$ cat src/rtl/ecc_pkg.sv
`default_nettype none
// +----------------------------------------------------------------------------+
// | Module      : ecc_pkg                                                      |
// | Description : Shared types and width helpers for the ECC scrub controller.   |
// | Revision    : 1.0  initial release                                         |
// +----------------------------------------------------------------------------+
package ecc_pkg;

    // Scrubber sequencing states, explicitly encoded on 3 bits
    typedef enum logic [2:0] {
        IDLE  = 3'd0,
        WAIT  = 3'd1,
        READ  = 3'd2,
        CHECK = 3'd3,
        WRITE = 3'd4,
        NEXT  = 3'd5
    } scrub_state_e;

    // Number of Hamming parity bits for a code word of code_w bits
    function automatic int par_w(input int code_w);
        return $clog2(code_w);
    endfunction

    // Payload bits left after Hamming parity and the overall parity bit
    function automatic int data_w(input int code_w);
        return code_w - 1 - par_w(code_w);
    endfunction

endpackage
`default_nettype wire

$ cat src/rtl/scrub_sat_cnt.sv
`default_nettype none
// +----------------------------------------------------------------------------+
// | Module      : scrub_sat_cnt                                                |
// | Description : Saturating up-counter; holds at all-ones, clears on reset.     |
// | Revision    : 1.0  initial release                                         |
// +----------------------------------------------------------------------------+
module scrub_sat_cnt #(
    parameter int CNT_W = 8
) (
    input  logic             i_clk,
    input  logic             i_rst,
    input  logic             i_inc,
    output logic [CNT_W-1:0] o_cnt
);

    logic [CNT_W-1:0] r_cnt;

    // Count events, sticking at the maximum value instead of wrapping
    always_ff @(posedge i_clk) begin
        if (i_rst) begin
            r_cnt <= '0;
        end else if (i_inc && (r_cnt != {CNT_W{1'b1}})) begin
            r_cnt <= r_cnt + 1'b1;
        end
    end

    assign o_cnt = r_cnt;

endmodule
`default_nettype wire

$ cat src/rtl/ecc_scrub_ctrl.sv
`default_nettype none
// +----------------------------------------------------------------------------+
// | Module      : ecc_scrub_ctrl                                               |
// | Description : Background SECDED scrubber for one memory bank. Reads every  |
// |               word, checks it through the external decoder/encoder pair,   |
// |               writes back corrected words and counts errors. Yields the    |
// |               memory port whenever the user path is busy.                  |
// |               Optional macro ECC_SCRUB_LOG_EN adds o_dbit_flag and         |
// |               o_dbit_addr (double-bit error logging).                      |
// | Revision    : 1.0  initial release                                         |
// +----------------------------------------------------------------------------+
module ecc_scrub_ctrl
    import ecc_pkg::*;
#(
    parameter  int CODE_W   = 7,
    parameter  int PAR_W    = par_w(CODE_W),
    parameter  int ADDR_W   = 4,
    parameter  int INTERVAL = 4,
    parameter  int CNT_W    = 8,
    localparam int DATA_W   = CODE_W - 1 - PAR_W
) (
    input  logic              i_clk,
    input  logic              i_rst,
    input  logic              i_scrub_en,
    input  logic              i_user_busy,
    output logic              o_mem_req,
    output logic              o_mem_we,
    output logic [ADDR_W-1:0] o_mem_addr,
    output logic [CODE_W-1:0] o_mem_wdata,
    input  logic [CODE_W-1:0] i_mem_rdata,
    output logic [CODE_W-1:0] o_dec_code,
    input  logic [DATA_W-1:0] i_dec_data,
    input  logic              i_dec_dbit_err,
    output logic [DATA_W-1:0] o_enc_data,
    input  logic [CODE_W-1:0] i_enc_code,
    output logic              o_busy,
    output logic              o_pass_done,
    output logic [CNT_W-1:0]  o_sbit_cnt,
`ifdef ECC_SCRUB_LOG_EN
    output logic              o_dbit_flag,
    output logic [ADDR_W-1:0] o_dbit_addr,
`else
    // double-bit logging ports are absent in this build
`endif
    output logic [CNT_W-1:0]  o_dbit_cnt
);

    localparam logic [ADDR_W-1:0]   c_LAST_ADDR = {ADDR_W{1'b1}};
    localparam int                  c_IVAL_W    = (INTERVAL > 1) ? $clog2(INTERVAL) : 1;
    localparam logic [c_IVAL_W-1:0] c_IVAL_LAST = c_IVAL_W'((INTERVAL > 0) ? INTERVAL - 1 : 0);
    // With no idle gap the next word is read straight away
    localparam scrub_state_e        c_RESUME    = (INTERVAL == 0) ? READ : WAIT;

    scrub_state_e        r_state;
    scrub_state_e        w_next;
    logic [ADDR_W-1:0]   r_addr;
    logic [c_IVAL_W-1:0] r_ival;
    logic [CODE_W-1:0]   r_wdata;
    logic                w_sbit_inc;
    logic                w_dbit_inc;

    // State register
    always_ff @(posedge i_clk) begin
        if (i_rst) begin
            r_state <= IDLE;
        end else begin
            r_state <= w_next;
        end
    end

    // Next-state, memory strobes and error-count events
    always_comb begin
        w_next      = r_state;
        o_mem_req   = 1'b0;
        o_mem_we    = 1'b0;
        o_pass_done = 1'b0;
        w_sbit_inc  = 1'b0;
        w_dbit_inc  = 1'b0;
        case (r_state)
            IDLE: begin
                if (i_scrub_en) begin
                    w_next = c_RESUME;
                end
            end
            WAIT: begin
                if (r_ival == c_IVAL_LAST) begin
                    w_next = READ;
                end
            end
            READ: begin
                o_mem_req = !i_user_busy;
                if (!i_user_busy) begin
                    w_next = CHECK;
                end
            end
            CHECK: begin
                // A double-bit word is never also counted as corrected
                if (i_dec_dbit_err) begin
                    w_dbit_inc = 1'b1;
                    w_next     = NEXT;
                end else if (i_mem_rdata != i_enc_code) begin
                    w_sbit_inc = 1'b1;
                    w_next     = WRITE;
                end else begin
                    w_next = NEXT;
                end
            end
            WRITE: begin
                o_mem_req = !i_user_busy;
                o_mem_we  = 1'b1;
                if (!i_user_busy) begin
                    w_next = NEXT;
                end
            end
            NEXT: begin
                o_pass_done = (r_addr == c_LAST_ADDR);
                w_next      = i_scrub_en ? c_RESUME : IDLE;
            end
            default: begin
                w_next = IDLE;
            end
        endcase
    end

    // Address walk, idle-gap timer and write-back data capture
    always_ff @(posedge i_clk) begin
        if (i_rst) begin
            r_addr  <= '0;
            r_ival  <= '0;
            r_wdata <= '0;
        end else begin
            r_ival <= (r_state == WAIT) ? r_ival + 1'b1 : '0;
            if (w_sbit_inc) begin
                r_wdata <= i_enc_code;
            end
            if (r_state == NEXT) begin
                r_addr <= r_addr + 1'b1;
            end
        end
    end

    scrub_sat_cnt #(.CNT_W(CNT_W)) u_sbit_cnt (
        .i_clk (i_clk),
        .i_rst (i_rst),
        .i_inc (w_sbit_inc),
        .o_cnt (o_sbit_cnt)
    );

    scrub_sat_cnt #(.CNT_W(CNT_W)) u_dbit_cnt (
        .i_clk (i_clk),
        .i_rst (i_rst),
        .i_inc (w_dbit_inc),
        .o_cnt (o_dbit_cnt)
    );

`ifdef ECC_SCRUB_LOG_EN
    logic              r_dbit_flag;
    logic [ADDR_W-1:0] r_dbit_addr;

    // Sticky double-bit flag plus the address of the latest such word
    always_ff @(posedge i_clk) begin
        if (i_rst) begin
            r_dbit_flag <= 1'b0;
            r_dbit_addr <= '0;
        end else if (w_dbit_inc) begin
            r_dbit_flag <= 1'b1;
            r_dbit_addr <= r_addr;
        end
    end

    assign o_dbit_flag = r_dbit_flag;
    assign o_dbit_addr = r_dbit_addr;
`else
    // no double-bit logging state in this build
`endif

    assign o_mem_addr  = r_addr;
    assign o_mem_wdata = r_wdata;
    assign o_dec_code  = i_mem_rdata;
    assign o_enc_data  = i_dec_data;
    assign o_busy      = (r_state != IDLE);

endmodule
`default_nettype wire

$ cat config.mk
export PLATFORM = sky130hd
export DESIGN_NAME = ecc_scrub_ctrl
export DESIGN_NICKNAME = d
export VERILOG_FILES = /design/src/rtl/ecc_pkg.sv /design/src/rtl/scrub_sat_cnt.sv /design/src/rtl/ecc_scrub_ctrl.sv
export SDC_FILE = /design/constraint.sdc
export NUM_CORES = 1
export LEC_CHECK = 0
export CORE_AREA = 2 2 64 66
export CTS_BUF_LIST = sky130_fd_sc_hd__clkbuf_8
export DETAILED_ROUTE_END_ITERATION = 10
export DIE_AREA = 0 0 66 68
export HOLD_SLACK_MARGIN = 0.08
export PLACE_DENSITY = 0.89
export SLEW_MARGIN = 20
export SYNTH_ARGS = -nofsm -noshare
export SYNTH_HDL_FRONTEND = slang
export SYNTH_SLANG_ARGS = --single-unit
$ cat constraint.sdc
create_clock -name i_clk -period 1.9 [get_ports i_clk]
set_clock_uncertainty 0.15 [all_clocks]
set_input_delay 0.19 -clock i_clk [delete_from_list [all_inputs] [get_ports i_clk]]
set_output_delay 0.19 -clock i_clk [all_outputs]
set_load 0.03 [all_outputs]
-- Word-level counts from Yosys, hierarchy flattened
Index checks and enable logic that the tools add are counted.
- input bits: 22
- bits in registers: 32
- bitwise logic cells: 1
- muxes and demuxes: 16
- equality and inequality tests: 14
- add/subtract/negate cells: 4
- reductions and logical operators: 8
- operators with widths (cell ; count):
    one-hot mux 3 bit (6 select lines) ; 1
    adder 8 x 1 -> 8 bit, second input constant ; 2
    inequality test 8 bit, second input constant ; 2
    2-to-1 mux 3 bit ; 4
    2-to-1 mux 1 bit ; 11
    inequality test 2 bit, second input constant ; 4
    inequality test 7 bit ; 1
    equality test 3 x 2 -> 1 bit, second input constant ; 2
    equality test 3 bit, second input constant ; 2
    adder 4 x 1 -> 4 bit, second input constant ; 1
    equality test 4 bit, second input constant ; 1
    AND reduction 4 bit ; 1
    OR reduction 2 bit ; 2
    equality test 3 x 1 -> 1 bit, second input constant ; 1
    logical NOT 3 bit ; 1
    nonzero test 3 bit ; 1
    adder 2 x 1 -> 2 bit, second input constant ; 1
    equality test 2 bit, second input constant ; 1
    logical AND 1 bit ; 2
    logical NOT 1 bit ; 1
    NOT 1 bit ; 1

-- Depth between registers and ports, before layout
- word-level depth: 5
- gate-level depth with buffers: 7

-- Cells and area by module
From an unflattened synthesis, not the netlist that was laid out.
- cell total of the unflattened synthesis: 196
- area, all modules: 1808.0 um^2
- modules (own cells, without submodules) (module ; sequential area each (um^2) ; area each (um^2) ; times used ; cells an instance):
    ecc_scrub_ctrl ; 320.3 ; 947.2 ; 1 ; 104
    scrub_sat_cnt ; 160.2 ; 430.4 ; 2 ; 46

-- Least setup slack after synthesis
Ideal clock, no wire load.
- path type: reg-to-reg
- start point: reg u_dbit_cnt.r_cnt[0] (netlist: u_dbit_cnt.o_cnt[0])
- end point: reg u_dbit_cnt.r_cnt[5] (netlist: u_dbit_cnt.o_cnt[5])
- path slack: 0.117 ns
- stages on the path, launching flop included: 7
- clock period less this slack: 1.783 ns
- buffers on the path: 0
- arrival: 1.505 ns
- required time: 1.622 ns
- path through: dfxtp_1 > ha_1 > nand3_1 > o211ai_2 > nor3_1 > xnor2_1 > nor2_1
- cells in the longest elaborated chain, start to end: 2
- elaborated cells on any way between the ends: 3
- classes of those cells: add/sub (1); eq/ne (1); reduce/logical (1)
- RTL lines (what ; RTL line ; source):
    start: declaration ; scrub_sat_cnt.sv:16 ; logic [CNT_W-1:0] r_cnt;
    start signal: assignment ; scrub_sat_cnt.sv:23 ; r_cnt <= r_cnt + 1'b1;
    branches (longest 2 deep; another with adder 8 x 1 -> 8 bit) ; n/a ;
Several ways; the timed one is not identified.
A chain may end at the register's enable or synchronous reset.

-- Worst setup path after layout
- start point: in i_enc_code[2]
- end point: reg u_sbit_cnt.r_cnt[7] (netlist: u_sbit_cnt.o_cnt[7])
- cells in the longest elaborated chain, start to end: 5
- RTL lines (what ; RTL line ; source):
    start: declaration ; ecc_scrub_ctrl.sv:35 ; input logic [CODE_W-1:0] i_enc_code,
    inequality test 7 bit ; ecc_scrub_ctrl.sv:101 ; end else if (i_mem_rdata != i_enc_code) begin
    2-to-1 mux 1 bit ; ecc_scrub_ctrl.sv:101 ;
    2-to-1 mux 1 bit ; ecc_scrub_ctrl.sv:98 ; if (i_dec_dbit_err) begin
    2-to-1 mux 1 bit ; ecc_scrub_ctrl.sv:79 ; case (r_state)
    logical AND 1 bit ; scrub_sat_cnt.sv:22 ; end else if (i_inc && (r_cnt != {CNT_W{1'b1}})) begin
    end signal: assignment ; scrub_sat_cnt.sv:23 ;
    end: declaration ; scrub_sat_cnt.sv:16 ;
Every way passes these cells.

==> flow_metrics.tcl <==
set metrics [dict create \
    pre_cts_ws_ns -0.1998 \
    postCtsSetupRepairBufs 0 \
    grt_pass1_vias 1342 \
    hold_class "input port to flop" \
    synthAdderAreaFrac 0.03075 \
    synth.distinct_cells 34 \
    cp_max_fo 4 \
    rows 23 \
    diodes 0 \
    cts_tree "yes" \
    crit_arrival_ns 1.91 \
    leakage_nw 1.001 \
    p_per_area_nw_per_um2 632.3 \
    drt_pass1_iterations 4 \
    max_freq_ghz 0.5422 \
    synth_compound_area_frac 0.08071 \
    fp.dieH_um 68 \
    h-tree-depth 2 \
    synth_seq_cells 32 \
    switching_share 0.2066 \
    nets 270 \
    internal_power_mw 1.205 \
    final.period_utilization 0.9708 \
    pwr-share-clk 0.467 \
    drv_cap 0 \
    postSynthAreaPerCell_um2 8.847 \
    crit_type "input port to flop" \
    final_cell_mix "clkdlybuf4s50_1 (44), dfxtp_1 (30), nor2_1 (27)" \
    synth_ff_type "dfxtp_1" \
    hpwlAfterDp_um 2645 \
    antenna_found_initial 0 \
    final_common_cell "clkdlybuf4s50_1" \
    setup_viol 0 \
    routed_wl_um 3649 \
    synth-xor-area-share 0.08609 \
    drc 0 \
    multi_input_area_um2 865.8 \
    syn_nets 210 \
    initial_core_util 0.4221 \
    clock-root-buffer "clkbuf_8" \
    clockBufferDepth 2 \
    gp_congestion 0.7922 \
    syn-instance-count 184 \
    num_vias 1478 \
    synthesis.area_um2 1628 \
    drt-wirelength-per-cell_um 12.37 \
    clk_pin_slew_ns 0.07 \
    comb_power_share 0.088 \
    place_area_um2 2230 \
    worst_pin_slew_ns 0.4410 \
    ir_drop_v 0.0004500 \
    dieArea_um2 4488 \
    fin_area_um2 2401 \
    min_period_ns 1.844 \
    ff2ff_setup_slack_ns 0.08 \
    dp_cells 285 \
    status "complete, no violations" \
    io_pins 63 \
    port_buffers 56 \
    seq_area_um2 643.1 \
    power_switching_mw 0.3136 \
    final_cells 295 \
    core_area_um2 3856 \
    vias_per_cell 5.010 \
    hold_viol_final 0 \
    grt_max_degree 20 \
    area_delta_synth_final_pct 47.50 \
    slew_violations 0 \
    dr.first_iter.drc_count 63 \
    grt_pass1_wl_um 5630 \
    setup_slack_ns 0.05555 \
    synthMuxAreaShare 0.07610 \
    slew_headroom 0.7052 \
    crit_required_ns 1.96 \
    grt_overflow 0 \
    async_flop_share 0 \
    cts_made_buffers 5 \
    drive_gt1_frac 0.1388 \
    grt_usage 0.1645 \
    cp-start-kind "input port" \
    p_seq_frac 0.446 \
    synth-edff-count 0 \
    endpoint_kind "flop" \
    synth_top_family_by_area "simple AND/OR/NAND/NOR gates" \
    die_x_um 66 \
    synth-simple-area-share 0.2498 \
    yosysSeqAreaShare 0.3935 \
    whs_ns 0.05770 \
    fin_tns_setup_ns 0 \
    clock_insertion_delay_worst_skew_ns 0.28 \
    yosys_warnings 0 \
    nFillCells 333 \
    ant_nets 0 \
    cts_num_sinks 32 \
]
[area by class of cell]
cell class	instances	area share
Clock buffer	7	0.04013
Clock inverter	1	0.01251
Inverter	3	0.004690
Multi-Input combinational cell	131	0.3606
Sequential cell	32	0.2678
Tap cell	50	0.02606
Timing Repair Buffer	71	0.2882
[critical path, stage by stage]
cell	delay, ns
clkdlybuf4s50_1	0.50
xor2_1	0.26
o41ai_2	0.14
buf_4	0.16
or4_1	0.50
a21oi_1	0.15
[stage by stage]
| step | total power, mW | utilization |
|---|---|---|
| final | 1.518 | 0.6226 |
| after global routing | 1.577 | 0.6226 |
| after CTS | 1.533 | 0.6103 |
| after detailed placement | 0.8241 | 0.5782 |
| after global placement | 0.8224 | 0.5782 |
| after floorplan | 0.7688 | - |
[sequential cells by signal, indices dropped and copies added, names as in the netlist]
| name | count |
|---|---|
| o_mem_addr | 4 |
| o_mem_wdata | 7 |
| r_ival | 2 |
| r_state | 3 |
| u_sbit_cnt.o_cnt | 8 |
| u_dbit_cnt.o_cnt | 8 |
[synthesized netlist by cell type, types with 3 or more instances]
master	count	area, µm²
dfxtp_1	32	640.6
nor2_1	27	101.4
buf_4	13	97.59
nand2_1	10	37.54
xnor2_1	10	87.58
mux2i_1	9	90.09
a21oi_1	8	40.04
nor3_1	7	35.03
o21ai_0	7	35.03
nand3_1	6	30.03
xor2_1	6	52.55
nand4_1	5	31.28
clkbuf_1	4	15.01
ha_1	4	50.05
nor2b_1	4	25.02
inv_1	3	11.26
mux2_2	3	33.78
or3_1	3	18.77
or4_1	3	22.52
[cells by family after synthesis]
| kind of cell | Yosys count |
|---|---|
| muxes | 12 |
| xor gates and xnor gates | 16 |
| DFF | 32 |
| adders and majority gates | 4 |
| buffers and inverters | 21 |
| AOI/OAI and AO/OA | 21 |
| and+or+nand+nor | 78 |
[routing by layer]
metal,up-vias,global-route usage,wire length (µm)
li1,755,-,-
met1,675,0.1919,1616
met2,44,0.2803,1778
met3,4,0.06086,228
met4,0,0.05612,25
met5,-,0,0
[worst paths after layout]
kind	startpoint	end	depth (start not counted)
setup reg to reg	r_state[1]	u_sbit_cnt.o_cnt[7]	6
hold / removal	i_enc_code[4]	o_mem_wdata[4]	3
hold reg to reg	r_ival[0]	r_ival[0]	1
setup / recovery	i_enc_code[2]	u_sbit_cnt.o_cnt[7]	6
[repair_timing]
item	in CTS	in global routing
pin swaps	0	2
endpoints found under the hold margin	0	2
setup endpoints to repair	6	6
cloned	0	0
gates resized for setup	4	10
hold buffers	0	2
[power by group through the flow]
stage	Sequential, mW	Clock, mW	Combinational [mW]
2_1_floorplan	0.691	0	0.0776
3_3_place_gp	0.692	0	0.131
3_5_place_dp	0.692	0	0.132
4_1_cts	0.677	0.724	0.132
5_1_grt	0.677	0.758	0.142
6_report	0.677	0.708	0.133
Power figures use the tool's default switching activity.
